## config.mk

```make
export PLATFORM = sky130hd
export DESIGN_NAME = ad_ip_jesd204_tpl_adc_pnmon_flat
export DESIGN_NICKNAME = d
export VERILOG_FILES = /design/src/rtl/ad_ip_jesd204_tpl_adc_pnmon_if.sv /design/src/rtl/ad_ip_jesd204_tpl_adc_pnmon.sv /design/src/flat_wrapper.sv
export SDC_FILE = /design/constraint.sdc
export NUM_CORES = 1
export LEC_CHECK = 0
export BUFFER_PORTS_ARGS = -buffer_cell sky130_fd_sc_hd__buf_2
export CORE_MARGIN = 3
export CORE_UTILIZATION = 46
export CTS_CLUSTER_DIAMETER = 50
export DETAILED_ROUTE_END_ITERATION = 10
export MAX_ROUTING_LAYER = met4
export PLACE_DENSITY = 0.78
export SYNTH_ARGS = -nofsm -noshare
export SYNTH_HDL_FRONTEND = slang
export SYNTH_SLANG_ARGS = --single-unit
export TNS_END_PERCENT = 100
```

## constraint.sdc

```tcl
create_clock -name link_clk -period 2.32 [get_ports link_clk]
set_clock_uncertainty 0.15 [all_clocks]
set_input_delay 0.464 -clock link_clk [delete_from_list [all_inputs] [get_ports link_clk]]
set_output_delay 0.464 -clock link_clk [all_outputs]
set_load 0.005 [all_outputs]
```

## src/rtl/ad_ip_jesd204_tpl_adc_pnmon_if.sv

```systemverilog
// Link-clock bus between the deframer sample output, the PN monitor and the TPL register map.
interface ad_ip_jesd204_tpl_adc_pnmon_if #(
    parameter int W = 16
);
    logic          data_valid;
    logic [W-1:0]  data;
    logic [3:0]    pn_seq_sel;
    logic          pn_err;
    logic          pn_oos;
    logic [31:0]   pn_err_count;

    modport master (
        output data_valid, data, pn_seq_sel,
        input  pn_err, pn_oos, pn_err_count
    );

    modport slave (
        input  data_valid, data, pn_seq_sel,
        output pn_err, pn_oos, pn_err_count
    );
endinterface

```

## src/rtl/ad_ip_jesd204_tpl_adc_pnmon.sv

```systemverilog
// Per-channel PN9/PN23 monitor with self-synchronising prediction from the last two beats.
// Optional saturating error counter built when PNMON_ERR_COUNTER_EN is defined.
module ad_ip_jesd204_tpl_adc_pnmon #(
    parameter int CONVERTER_RESOLUTION = 16,
    parameter int DATA_PATH_WIDTH      = 1,
    parameter int OOS_THRESHOLD        = 16
) (
    input  logic                            link_clk,
    input  logic                            link_rstn,
    ad_ip_jesd204_tpl_adc_pnmon_if.slave    pn_if
);
    localparam int         W   = CONVERTER_RESOLUTION * DATA_PATH_WIDTH;
    localparam logic [7:0] THR = 8'(OOS_THRESHOLD);

    typedef enum logic {ST_OOS, ST_SYNC} state_t;

    // Reorder the beat so the MSB is the oldest serial bit (sample 0 MSB first).
    function automatic logic [W-1:0] to_stream(input logic [W-1:0] d);
        logic [W-1:0] s;
        s = '0;
        for (int unsigned k = 0; k < DATA_PATH_WIDTH; k++)
            s[(DATA_PATH_WIDTH-1-k)*CONVERTER_RESOLUTION +: CONVERTER_RESOLUTION] =
                d[k*CONVERTER_RESOLUTION +: CONVERTER_RESOLUTION];
        return s;
    endfunction

    // Run the recurrence forward W bits past the history; newer bits sit at lower indices.
    function automatic logic [W-1:0] pn_predict(input logic [2*W-1:0] h, input logic pn23);
        logic [3*W-1:0] ext;
        int unsigned    j;
        ext = {h, {W{1'b0}}};
        for (int unsigned i = 0; i < W; i++) begin
            j = W - 1 - i;
            if (pn23)
                ext[j] = ext[j+23] ^ ext[j+18];
            else
                ext[j] = ext[j+9] ^ ext[j+5];
        end
        return ext[W-1:0];
    endfunction

    logic [3:0]     sel_q;
    logic           sel_chg;
    logic           sel_ok;
    logic [W-1:0]   data_s;
    logic [W-1:0]   exp_s;
    logic [2*W-1:0] hist;
    logic [1:0]     fill_cnt;
    logic [W-1:0]   s1_data;
    logic [W-1:0]   s1_exp;
    logic           s1_cmp;
    logic           mismatch;

    state_t         state, state_nxt;
    logic [7:0]     cnt, cnt_nxt, cnt_inc;
    logic           err_r, err_nxt;
    logic           oos_r, oos_nxt;

    assign sel_chg  = (pn_if.pn_seq_sel != sel_q);
    assign sel_ok   = (pn_if.pn_seq_sel == 4'h0) || (pn_if.pn_seq_sel == 4'h1);
    assign data_s   = to_stream(pn_if.data);
    assign exp_s    = pn_predict(hist, pn_if.pn_seq_sel[0]);
    assign mismatch = (s1_data == '0) || (s1_data != s1_exp);
    assign cnt_inc  = cnt + 8'd1;

    // Stage 1: history, data/expected registers and compare qualification.
    always_ff @(posedge link_clk or negedge link_rstn) begin
        if (!link_rstn) begin
            sel_q    <= '0;
            hist     <= '0;
            fill_cnt <= '0;
            s1_data  <= '0;
            s1_exp   <= '0;
            s1_cmp   <= 1'b0;
        end else begin
            sel_q <= pn_if.pn_seq_sel;
            if (sel_chg || !sel_ok) begin
                hist     <= '0;
                fill_cnt <= '0;
                s1_cmp   <= 1'b0;
            end else begin
                s1_cmp <= 1'b0;
                if (pn_if.data_valid) begin
                    hist    <= {hist[W-1:0], data_s};
                    s1_data <= data_s;
                    s1_exp  <= exp_s;
                    s1_cmp  <= (fill_cnt == 2'd2);
                    if (fill_cnt != 2'd2)
                        fill_cnt <= fill_cnt + 2'd1;
                end
            end
        end
    end

    // Stage 2: sync FSM and registered status.
    always_ff @(posedge link_clk or negedge link_rstn) begin
        if (!link_rstn) begin
            state <= ST_OOS;
            cnt   <= '0;
            err_r <= 1'b0;
            oos_r <= 1'b1;
        end else begin
            state <= state_nxt;
            cnt   <= cnt_nxt;
            err_r <= err_nxt;
            oos_r <= oos_nxt;
        end
    end

    always_comb begin
        state_nxt = state;
        cnt_nxt   = cnt;
        err_nxt   = err_r;
        oos_nxt   = oos_r;
        if (sel_chg || !sel_ok) begin
            state_nxt = ST_OOS;
            cnt_nxt   = '0;
            err_nxt   = 1'b0;
            oos_nxt   = 1'b1;
        end else if (s1_cmp) begin
            unique case (state)
                ST_OOS: begin
                    err_nxt = 1'b0;
                    if (mismatch) begin
                        cnt_nxt = '0;
                    end else if (cnt_inc == THR) begin
                        state_nxt = ST_SYNC;
                        cnt_nxt   = '0;
                        oos_nxt   = 1'b0;
                    end else begin
                        cnt_nxt = cnt_inc;
                    end
                end
                ST_SYNC: begin
                    if (!mismatch) begin
                        cnt_nxt = '0;
                        err_nxt = 1'b0;
                    end else if (cnt_inc == THR) begin
                        state_nxt = ST_OOS;
                        cnt_nxt   = '0;
                        err_nxt   = 1'b0;
                        oos_nxt   = 1'b1;
                    end else begin
                        cnt_nxt = cnt_inc;
                        err_nxt = 1'b1;
                    end
                end
                default: begin
                    state_nxt = ST_OOS;
                    cnt_nxt   = '0;
                end
            endcase
        end
    end

    assign pn_if.pn_err = err_r;
    assign pn_if.pn_oos = oos_r;

`ifdef PNMON_ERR_COUNTER_EN
    logic [31:0] err_count;

    always_ff @(posedge link_clk or negedge link_rstn) begin
        if (!link_rstn)
            err_count <= '0;
        else if (sel_chg)
            err_count <= '0;
        else if (err_r && (err_count != '1))
            err_count <= err_count + 32'd1;
    end

    assign pn_if.pn_err_count = err_count;
`else
    assign pn_if.pn_err_count = '0;
`endif

endmodule

```

## src/flat_wrapper.sv

```systemverilog
// flat-port wrapper written by rule: the top's interface ports become plain ports
module ad_ip_jesd204_tpl_adc_pnmon_flat 
#(
    parameter int CONVERTER_RESOLUTION = 16,
    parameter int DATA_PATH_WIDTH      = 1,
    parameter int OOS_THRESHOLD        = 16
)
  (link_clk, link_rstn, pn_if_data_valid, pn_if_data, pn_if_pn_seq_sel, pn_if_pn_err, pn_if_pn_oos, pn_if_pn_err_count);
  ad_ip_jesd204_tpl_adc_pnmon_if #(.W(16)) pn_if_i ();
  input  logic link_clk;
  input  logic link_rstn;
  input wire logic [$bits(pn_if_i.data_valid)-1:0] pn_if_data_valid;
  input wire logic [$bits(pn_if_i.data)-1:0] pn_if_data;
  input wire logic [$bits(pn_if_i.pn_seq_sel)-1:0] pn_if_pn_seq_sel;
  output wire logic [$bits(pn_if_i.pn_err)-1:0] pn_if_pn_err;
  output wire logic [$bits(pn_if_i.pn_oos)-1:0] pn_if_pn_oos;
  output wire logic [$bits(pn_if_i.pn_err_count)-1:0] pn_if_pn_err_count;
  assign pn_if_i.data_valid = pn_if_data_valid;
  assign pn_if_i.data = pn_if_data;
  assign pn_if_i.pn_seq_sel = pn_if_pn_seq_sel;
  assign pn_if_pn_err = pn_if_i.pn_err;
  assign pn_if_pn_oos = pn_if_i.pn_oos;
  assign pn_if_pn_err_count = pn_if_i.pn_err_count;
  ad_ip_jesd204_tpl_adc_pnmon #(.CONVERTER_RESOLUTION(CONVERTER_RESOLUTION), .DATA_PATH_WIDTH(DATA_PATH_WIDTH), .OOS_THRESHOLD(OOS_THRESHOLD)) u_core (.link_clk(link_clk), .link_rstn(link_rstn), .pn_if(pn_if_i));
endmodule
```

After elaboration in Yosys (flattened, before gate mapping)
Index checks and enable logic that the tools add are counted.
{ "word_totals": {"regBits": 73, "input_bits": 23, "out_inout_bits": 34} }
{ "classes": {"addsub": 2, "n_eq_ne": 10, "n_mux": 47, "n_bitwise": 34, "n_reduce_logical": 12} }
{ "op_table": {"columns": ["op", "n"], "rows": [
  ["$mux 23", 2],
  ["$mux 8", 5],
  ["$mux 1", 33],
  ["$xor 1x1->1", 32],
  ["$logic_not 16->1", 1],
  ["$ne 16x16->1", 1],
  ["$pmux 8 s2", 1],
  ["$add 8x1->8 const B", 1],
  ["$eq 8x5->1 const B", 1],
  ["$mux 2", 3],
  ["$ne 3x3->1 const B", 2],
  ["$pmux 1 s2", 3],
  ["$reduce_bool 2->1", 3],
  ["$reduce_and 5->1", 1],
  ["$eq 4x1->1 const B", 1],
  ["$logic_not 4->1", 1],
  ["$ne 4x4->1", 1],
  ["$reduce_and 2->1", 2],
  ["$logic_or 1x1->1", 3],
  ["$ne 3x1->1 const B", 1],
  ["$ne 3x2->1 const B", 1],
  ["$add 2x1->2 const B", 1],
  ["$eq 2x2->1 const B", 1],
  ["$ne 2x2->1 const B", 1],
  ["other kinds (2)", 3]
]} }

Longest topological paths before layout
Gate-level depths: netlist of the first run.
{ "depth": {"depth_word": 8, "mapped_depth": 8, "ltp_nobuf": 8} }

Least setup slack after synthesis of the first run
OpenSTA, ideal clock, no wires.
{ "synth_path": {"path_kind": "reg-to-reg", "startpoint": "register u_core.cnt[0]", "endpoint": "register u_core.oos_r (netlist: u_core.pn_if.pn_oos)", "setup_time_ns": 0.088, "t_arrival_ns": 1.894, "t_required_ns": 2.082, "setup_slack_ns": 0.188, "path_stages_with_launch": 9, "path_buffers": 0, "cell_sequence": "dfrtp_1 > ha_1 > and3_1 > xnor2_1 > nor3b_1 > nand4_1 > nand2_1 > o21ai_1 > or3_1"} }
{ "synth_between": {"elab_chain_len": 4} }
{ "synth_lines": {"columns": ["item", "line", "text"], "rows": [
  ["from (decl)", "ad_ip_jesd204_tpl_adc_pnmon.sv:55", "logic [7:0] cnt, cnt_nxt, cnt_inc;"],
  ["from (signal assigned)", "ad_ip_jesd204_tpl_adc_pnmon.sv:104", "cnt <= cnt_nxt;"],
  ["$add 8x1->8 (*)", "ad_ip_jesd204_tpl_adc_pnmon.sv:64", "assign cnt_inc = cnt + 8'd1;"],
  ["$eq 8x5->1 (*)", "ad_ip_jesd204_tpl_adc_pnmon.sv:126, ad_ip_jesd204_tpl_adc_pnmon.sv:138", null],
  ["$ne 3x3->1 (no line) / $ne 3x1->1 (equally long branches)", null, null],
  ["$reduce_and 5->1 (no line) (*)", null, null],
  ["to (signal assigned)", "ad_ip_jesd204_tpl_adc_pnmon.sv:106", "oos_r <= oos_nxt;"],
  ["to (decl)", "ad_ip_jesd204_tpl_adc_pnmon.sv:57", "logic oos_r, oos_nxt;"]
]} }
Mark *: on every way between the ends. The rest lies on a longest branch, timed or not.
A chain may end at the register's enable or synchronous reset.

Final worst setup path of the first run
{ "layout_path": {"startpoint": "register u_core.s1_data[10]", "endpoint": "register u_core.cnt[3]"} }
{ "layout_between": {"elab_chain_len": 6} }
{ "layout_lines": {"columns": ["item", "line", "text"], "rows": [
  ["from (decl)", "ad_ip_jesd204_tpl_adc_pnmon.sv:49", "logic [W-1:0] s1_data;"],
  ["from (signal assigned)", "ad_ip_jesd204_tpl_adc_pnmon.sv:85", "s1_data <= data_s;"],
  ["$ne 16x16->1 / $logic_not 16->1 (equally long branches)", "ad_ip_jesd204_tpl_adc_pnmon.sv:63", "assign mismatch = (s1_data == '0) || (s1_data != s1_exp);"],
  ["$logic_or 1x1->1 (*)", "ad_ip_jesd204_tpl_adc_pnmon.sv:63", null],
  ["$mux 8, on equally long branches", "ad_ip_jesd204_tpl_adc_pnmon.sv:135, ad_ip_jesd204_tpl_adc_pnmon.sv:124", null],
  ["$pmux 8 s2 (*)", "ad_ip_jesd204_tpl_adc_pnmon.sv:121", "unique case (state)"],
  ["$mux 8 (*)", "ad_ip_jesd204_tpl_adc_pnmon.sv:120", "end else if (s1_cmp) begin"],
  ["$mux 8 (*)", "ad_ip_jesd204_tpl_adc_pnmon.sv:115", "if (sel_chg || !sel_ok) begin"]
]} }
Mark *: on every way between the ends. The rest lies on a longest branch, timed or not. The select of a mux whose other input is x is not followed.

==> out/summary.txt, run 1 <==
Pre-antenna DRT Iters - 4
FP Rows - 32
Comb pwr share - 0.118
Hold buffer count at cts - 0
Final Wtd Congestion - 0.908
Seq/Total Area, Yosys - 0.468
Met3 routed WL - 300 um
Top cell by count, worst path - nand2_2
Crit path kind - flop to flop
Setup bufs post-CTS - 0
CTS Buf Count - 9
Failing checks - hold timing
Later-pin clock latency in the skew report - 0.34 ns
Max Cap Viol - 0
Lkg Pwr - 2.06 nW
Synthesized flop and latch total - 73
Synth Warn # - 0
Finished Cell Area - 4250 um^2
Fmax - 0.452 GHz
Top Metal Used - met4
PD cells - 627 nW/um^2
DR vias - 2,668
Most frequent cells in the layout - dfrtp_1 (72), nand2_1 (38), nor2_1 (33)
Worst hold slack - -0.0179 ns
Crit path cell chain - xor2_1 -> nor4_2 -> nand2_2 -> o41ai_4 -> nand2_2 -> nand4b_1 -> a41oi_1
CP max stage delay - 0.46 ns
Switching Share - 0.262
# clock sinks - 73
H-Tree Depth - 3
ANT nets after route - 0
Met1 wire length - 3.56 mm
Hold Violations, Final - 9
Post-DP HPWL - 5.48 mm
Clk pwr share - 0.374
Initial detailed-routing violation count - 134
Mean Syn Cell Area - 10.2 um^2
CP Capture Type - flop
PortBufs - 24
Post-route DRC - 0
Max Buffers Root-to-Sink - 2
CP max FO - 9
Unrepaired setup endpoints after global routing - true
Synthesized area - 3910 um^2
Switch Pwr - 0.697 mW
Worst flop-to-flop path startpoint - u_core.s1_data[10]
Total Wirelength - 7.55 mm
Worst EP arrival - 2.28 ns
Final #Nets - 434
Worst flop-to-flop path endpoint - u_core.cnt[3]
Global-route wire length before repair - 12.6 mm
Main synth FF type - dfrtp_1
Die extent in y - 98.2 um
Full die area - 9640 um^2
Syn Inst Count - 382
Pint - 1.96 mW
Period utilization - 0.954
Finished Core Util - 0.533
Root Buffer - clkbuf_8
Met2 WL - 3.59 mm
Layout cells sized above 1 - 0.179
Synth async-reset ratio - 1.00
Initial Util - 0.491
Fin crit period - 2.21 ns
Core area - 7970 um^2
Gr usage total - 0.168
Status - finished, violations left
CTS clk-pin slew, worst paths - 0.08 ns
Vias per inst - 5.18
Slowest-stage cell, CP - o41ai_4
Setup-failing EPs final - 0
Sequential share of power - 0.508
Worst r2r path cells - 7
Kind of launch point of the worst setup path - flop
Leading cell type in the layout, fill and taps excluded - dfrtp_1
Initial antenna violation count - 0
CTS tree - yes
# IOs - 57
GRT overflow - 0
Area Growth Syn to Fin - 8.61%
Number of slew-limit violations in the final report - 0
Flop-to-flop setup slack - 0.11 ns
Post-synth cell types - 38
Resize count post-CTS - 0
Drt wl/cell - 14.7 um
Req. time, crit path - 2.38 ns
Pin count of the biggest net entering global routing - 74
Inserted Diodes - 0
Vias in the first global route - 2,584
Placed Area - 4040 um^2
Total power - 2.66 mW
Number of synthesized flops with an enable pin - 0
Worst Hold Class - input pin to asynchronous set/reset pin
Die Wd - 98.2 um
Worst vdd ir - 374 uV
## synthesized netlist by cell type (all sizes together), types with 4 or more instances
master	instances	area (um^2)
dfrtp	72	1800
inv	4	15.0
nand2	40	155
o21ai	25	125
buf	37	264
a21oi	12	60.1
nor4	9	75.1
xnor2	24	210
clkbuf	12	45.0
mux2	16	180
nand4b	5	43.8
xor2	24	210
nand4	6	37.5
nand3	8	40.0
mux2i	30	300
nor2	33	124
## worst max-delay path by stage
stage / start / endpoint / slack [ns] / depth (start not counted)
3_5_place_dp: u_core.cnt[0] / u_core.pn_if.pn_oos / 0.06 / 8
3_3_place_gp: u_core.cnt[0] / u_core.pn_if.pn_oos / 0.14 / 8
6_report: u_core.s1_data[10] / u_core.cnt[3] / 0.11 / 7
4_1_cts: u_core.cnt[0] / u_core.pn_if.pn_oos / 0.05 / 8
5_1_grt: u_core.s1_data[10] / u_core.pn_if.pn_oos / -0.07 / 6
2_1_floorplan: u_core.cnt[0] / u_core.pn_if.pn_oos / 0.19 / 8
## per-layer routing
layer | vias up | track usage
met1 | 1309 | 0.216
met3 | 9 | 0.0379
met4 | 0 | 0.0494
met2 | 60 | 0.268
met5 | - | -
li1 | 1290 | -
## state kept, by name (all words and copies together), names as in the netlist
signal               count
u_core.sel_q             4
u_core.pn_if.pn_err      1
u_core.state             1
u_core.pn_if.pn_oos      1
u_core.cnt               8
u_core.s1_cmp            1
u_core.fill_cnt          2
u_core.hist             23
u_core.s1_exp           16
u_core.s1_data          16
## cell families (layout without fill, tap and decap cells)
family | count (synthesis) | in the layout | synth area share
DFF | 73 | 73 | 0.468
buffers and inverters | 54 | 54 | 0.0839
AOI/OAI and AO/OA | 44 | 44 | 0.0663
muxes | 46 | 46 | 0.123
adders and majority gates | 3 | 3 | 0.00960
xor gates and xnor gates | 48 | 48 | 0.108
and+or+nand+nor | 113 | 113 | 0.141
other | 1 | 32 | 0.000959
## worst max-delay path: cells and delay by family (launching register included)
family | cells | cell delay [ns]
xor gates and xnor gates | 1 | 0.18
AOI/OAI and AO/OA | 2 | 0.58
and+or+nand+nor | 4 | 0.76
DFF | 1 | 0.41
## power groups by stage
stage	logic [mW]	registers [mW]	clock network [mW]
2_1_floorplan	0.262	1.36	0
3_3_place_gp	0.311	1.37	0
3_5_place_dp	0.314	1.38	0
4_1_cts	0.317	1.35	1.01
5_1_grt	0.354	1.36	1.07
6_report	0.314	1.35	0.996
## cell type report
cell class / count / area [um^2]
repair buffers: 33 / 200
fillers: 702 / 3720
flip-flops and latches: 73 / 1830
clock inverters: 5 / 55.1
clock buffers: 11 / 141
inverters: 5 / 18.8
multi-input cells: 286 / 1870
well taps: 102 / 128
## metrics by stage
stage	cells	setup WS, ns	TNS [ns]
floorplan	413	0.188	0
global placement	499	0.138	0
detailed placement	499	0.0642	0
CTS	515	0.0452	0
global route	515	-0.0655	-0.119
finish	515	0.106	0
Power figures use the tool's default switching activity.
==> run 2, diff against run 1 <==
--- a/config.mk
+++ b/config.mk
@@ -6,12 +6,12 @@
 export NUM_CORES = 1
 export LEC_CHECK = 0
 export BUFFER_PORTS_ARGS = -buffer_cell sky130_fd_sc_hd__buf_2
-export CORE_MARGIN = 3
-export CORE_UTILIZATION = 46
+export CORE_MARGIN = 2
+export CORE_UTILIZATION = 55
 export CTS_CLUSTER_DIAMETER = 50
 export DETAILED_ROUTE_END_ITERATION = 10
 export MAX_ROUTING_LAYER = met4
-export PLACE_DENSITY = 0.78
+export PLACE_DENSITY = 0.89
 export SYNTH_ARGS = -nofsm -noshare
 export SYNTH_HDL_FRONTEND = slang
 export SYNTH_SLANG_ARGS = --single-unit
==> run 2 against run 1 <==
Against the previous run:
- the run now ends clean
- non-clock buffer count up 4
- sequential power about the same
- count of clock-buffer cells in the layout shrank 1
- wire length increased by 8.4%
- critical path type unchanged
- largest cell class unchanged
==> out/summary.txt, run 2 (synthesized netlist as in run 1, its figures left out) <==
Placed Area - 4040 um^2 (-0.19%)
Worst hold slack - 0.0897 ns (+0.108 ns)
Worst vdd ir - 371 uV (-0.88%)
Hold Path Depth - 1
Worst path depth - 7 (unchanged)
Later-pin clock latency in the skew report - 0.35 ns (about the same)
Initial antenna violation count - 0 (unchanged)
Post-route DRC - 0 (unchanged)
Vias per inst - 5.40 (+4.3%)
Finished Core Util - 0.632 (+0.0992)
Post-Layout Cell Count - 514 (-0.19%)
Slowest-stage cell, CP - dfrtp_1
ANT nets after route - 0 (unchanged)
Gr usage total - 0.235 (+0.0669)
Full die area - 7800 um^2 (-19%)
H-Tree Depth - 3 (unchanged)
Die Wd - 88.3 um (-10%)
Worst Hold Class - input pin to flop
Largest reg by FF count - u_core.hist
Worst Setup SP - u_core.s1_data[13]
Pre-antenna DRT Iters - 4 (unchanged)
Unrepaired setup endpoints after global routing - true
Crit path cell chain - nor4_2 -> nand4_1 -> or3b_4 -> o41ai_4 -> buf_4 -> o21ai_1 -> or3_1
Worst flop-to-flop path endpoint - u_core.pn_if.pn_oos
DR vias - 2,778 (+4.1%)
Fmax - 0.434 GHz (-3.9%)
Worst EP arrival - 2.42 ns (+0.14 ns)
Hold Violations, Final - 0 (-9)
Post-DP HPWL - 5.69 mm (+3.8%)
Max Buffers Root-to-Sink - 2 (unchanged)
Max Cap Viol - 0 (unchanged)
Vias in the first global route - 2,696 (+4.3%)
Largest regs - u_core.hist (23), u_core.s1_data (16), u_core.s1_exp (16)
Worst slew margin - 0.663
Req. time, crit path - 2.44 ns (+0.06 ns)
Die extent in y - 88.3 um (-10%)
Lkg Pwr - 2.10 nW (+1.9%)
Drt wl/cell - 15.9 um (+8.6%)
Pin count of the biggest net entering global routing - 74 (unchanged)
Critical Path Sink - u_core.pn_if.pn_oos
Area Growth Syn to Fin - 10.5%
Flop-to-flop setup slack - 0.02 ns (-0.09 ns)
Worst setup margin - 0.0169 ns (-0.0890 ns)
FP Rows - 30 (-6.3%)
CTS tree - yes
PD cells - 634 nW/um^2 (+1.1%)
Measured slew at the worst slew-check pin - 0.506 ns
Final #Nets - 439 (+1.2%)
Finished Cell Area - 4320 um^2 (+1.7%)
Placed cell count - 493 (-1.2%)
Status - complete, no violations
Max reg flops - 23 (unchanged)
Initial Util - 0.572 (+0.0816)
Root Buffer - clkbuf_8
Kind of launch point of the worst setup path - flop
CTS clk-pin slew, worst paths - 0.08 ns (about the same)
Setup WS pre-CTS - 0.0592 ns (-0.00493 ns)
CP max stage delay - 0.46 ns (about the same)
Layout cells sized above 1 - 0.201 (+0.0218)
# clock sinks - 73 (unchanged)
# IOs - 57 (unchanged)
PortBufs - 24 (unchanged)
Crit path kind - flop to flop
CP delay by family, top - simple AND/OR/NAND/NOR gates
Worst r2r path cells - 7 (unchanged)
Leading cell type in the layout, fill and taps excluded - dfrtp_1
CP Capture Type - flop
Inserted Diodes - 0 (unchanged)
Final Wtd Congestion - 0.922 (+1.5%)
Setup-failing EPs final - 0 (unchanged)
WP buf/inv - 1 (+1)
CP max FO - 5 (-4)
Worst flop-to-flop path startpoint - u_core.s1_data[13]
Most frequent cells in the layout - dfrtp_1 (72), nand2_1 (39), nor2_1 (33)
GRT overflow - 0 (unchanged)
CTS Buf Count - 9 (unchanged)
Number of slew-limit violations in the final report - 0 (unchanged)
Core area - 6830 um^2 (-14%)
Fin crit period - 2.30 ns (+0.0890 ns)
Total Wirelength - 8.19 mm (+8.4%)
Global-route wire length before repair - 13.4 mm (+5.8%)
Initial detailed-routing violation count - 147 (+9.7%)
Period utilization - 0.993 (+0.0384)
run 2: worst min-delay path by stage:
stage | start | endpoint
finish | pn_if_pn_seq_sel[1] | u_core.sel_q[1]
global placement | u_core.s1_exp[15] | u_core.s1_exp[15]
detailed placement | u_core.s1_exp[4] | u_core.s1_exp[4]
CTS | pn_if_pn_seq_sel[1] | u_core.sel_q[1]
global route | pn_if_pn_seq_sel[2] | u_core.sel_q[2]
floorplan | link_rstn | u_core.cnt[0]
run 2: power breakdown:
| part | total, mW | switching [mW] | internal (mW) |
|---|---|---|---|
| sequential | 1.35 | 0.0406 | 1.31 |
| clock | 1.02 | 0.490 | 0.530 |
| combinational | 0.364 | 0.210 | 0.154 |
| total | 2.74 | 0.740 | 2.00 |
run 2: layer usage:
layer | wire length (um) | GRT usage
met1 | 3670 | 0.299
met4 | 211 | 0.0950
met2 | 3990 | 0.373
met3 | 321 | 0.0448
met5 | 0 | -
run 2: area by class of cell:
class,instances,area [um^2]
clock buffer,10,138
clock inverter,6,66.3
fill,523,2510
inverter,5,18.8
multi-input combinational,287,1910
sequential,73,1830
tap,96,120
timing repair buffer,37,233
run 2: through the flow:
stage | power (mW) | setup TNS (ns)
floorplan | 1.63 | 0
global placement | 1.68 | 0
detailed placement | 1.70 | 0
CTS | 2.71 | 0
global route | 2.87 | -0.0860
finish | 2.74 | 0
run 2: worst register-to-register path, cell delays in order, from the launching register on:
cell and delay, ns:
dfrtp_1 0.46, nor4_2 0.10, nand4_1 0.12, or3b_4 0.42, o41ai_4 0.35, buf_4 0.20, o21ai_1 0.08, or3_1 0.35
run 2: what timing repair did:
action / 4_1_cts / 5_1_grt
resized for setup: 0 / 11
endpoints found under the hold margin: 16 / 0
endpoints found under the setup margin: 0 / 9
setup buffers: 0 / 3
hold buffers: 1 / 0
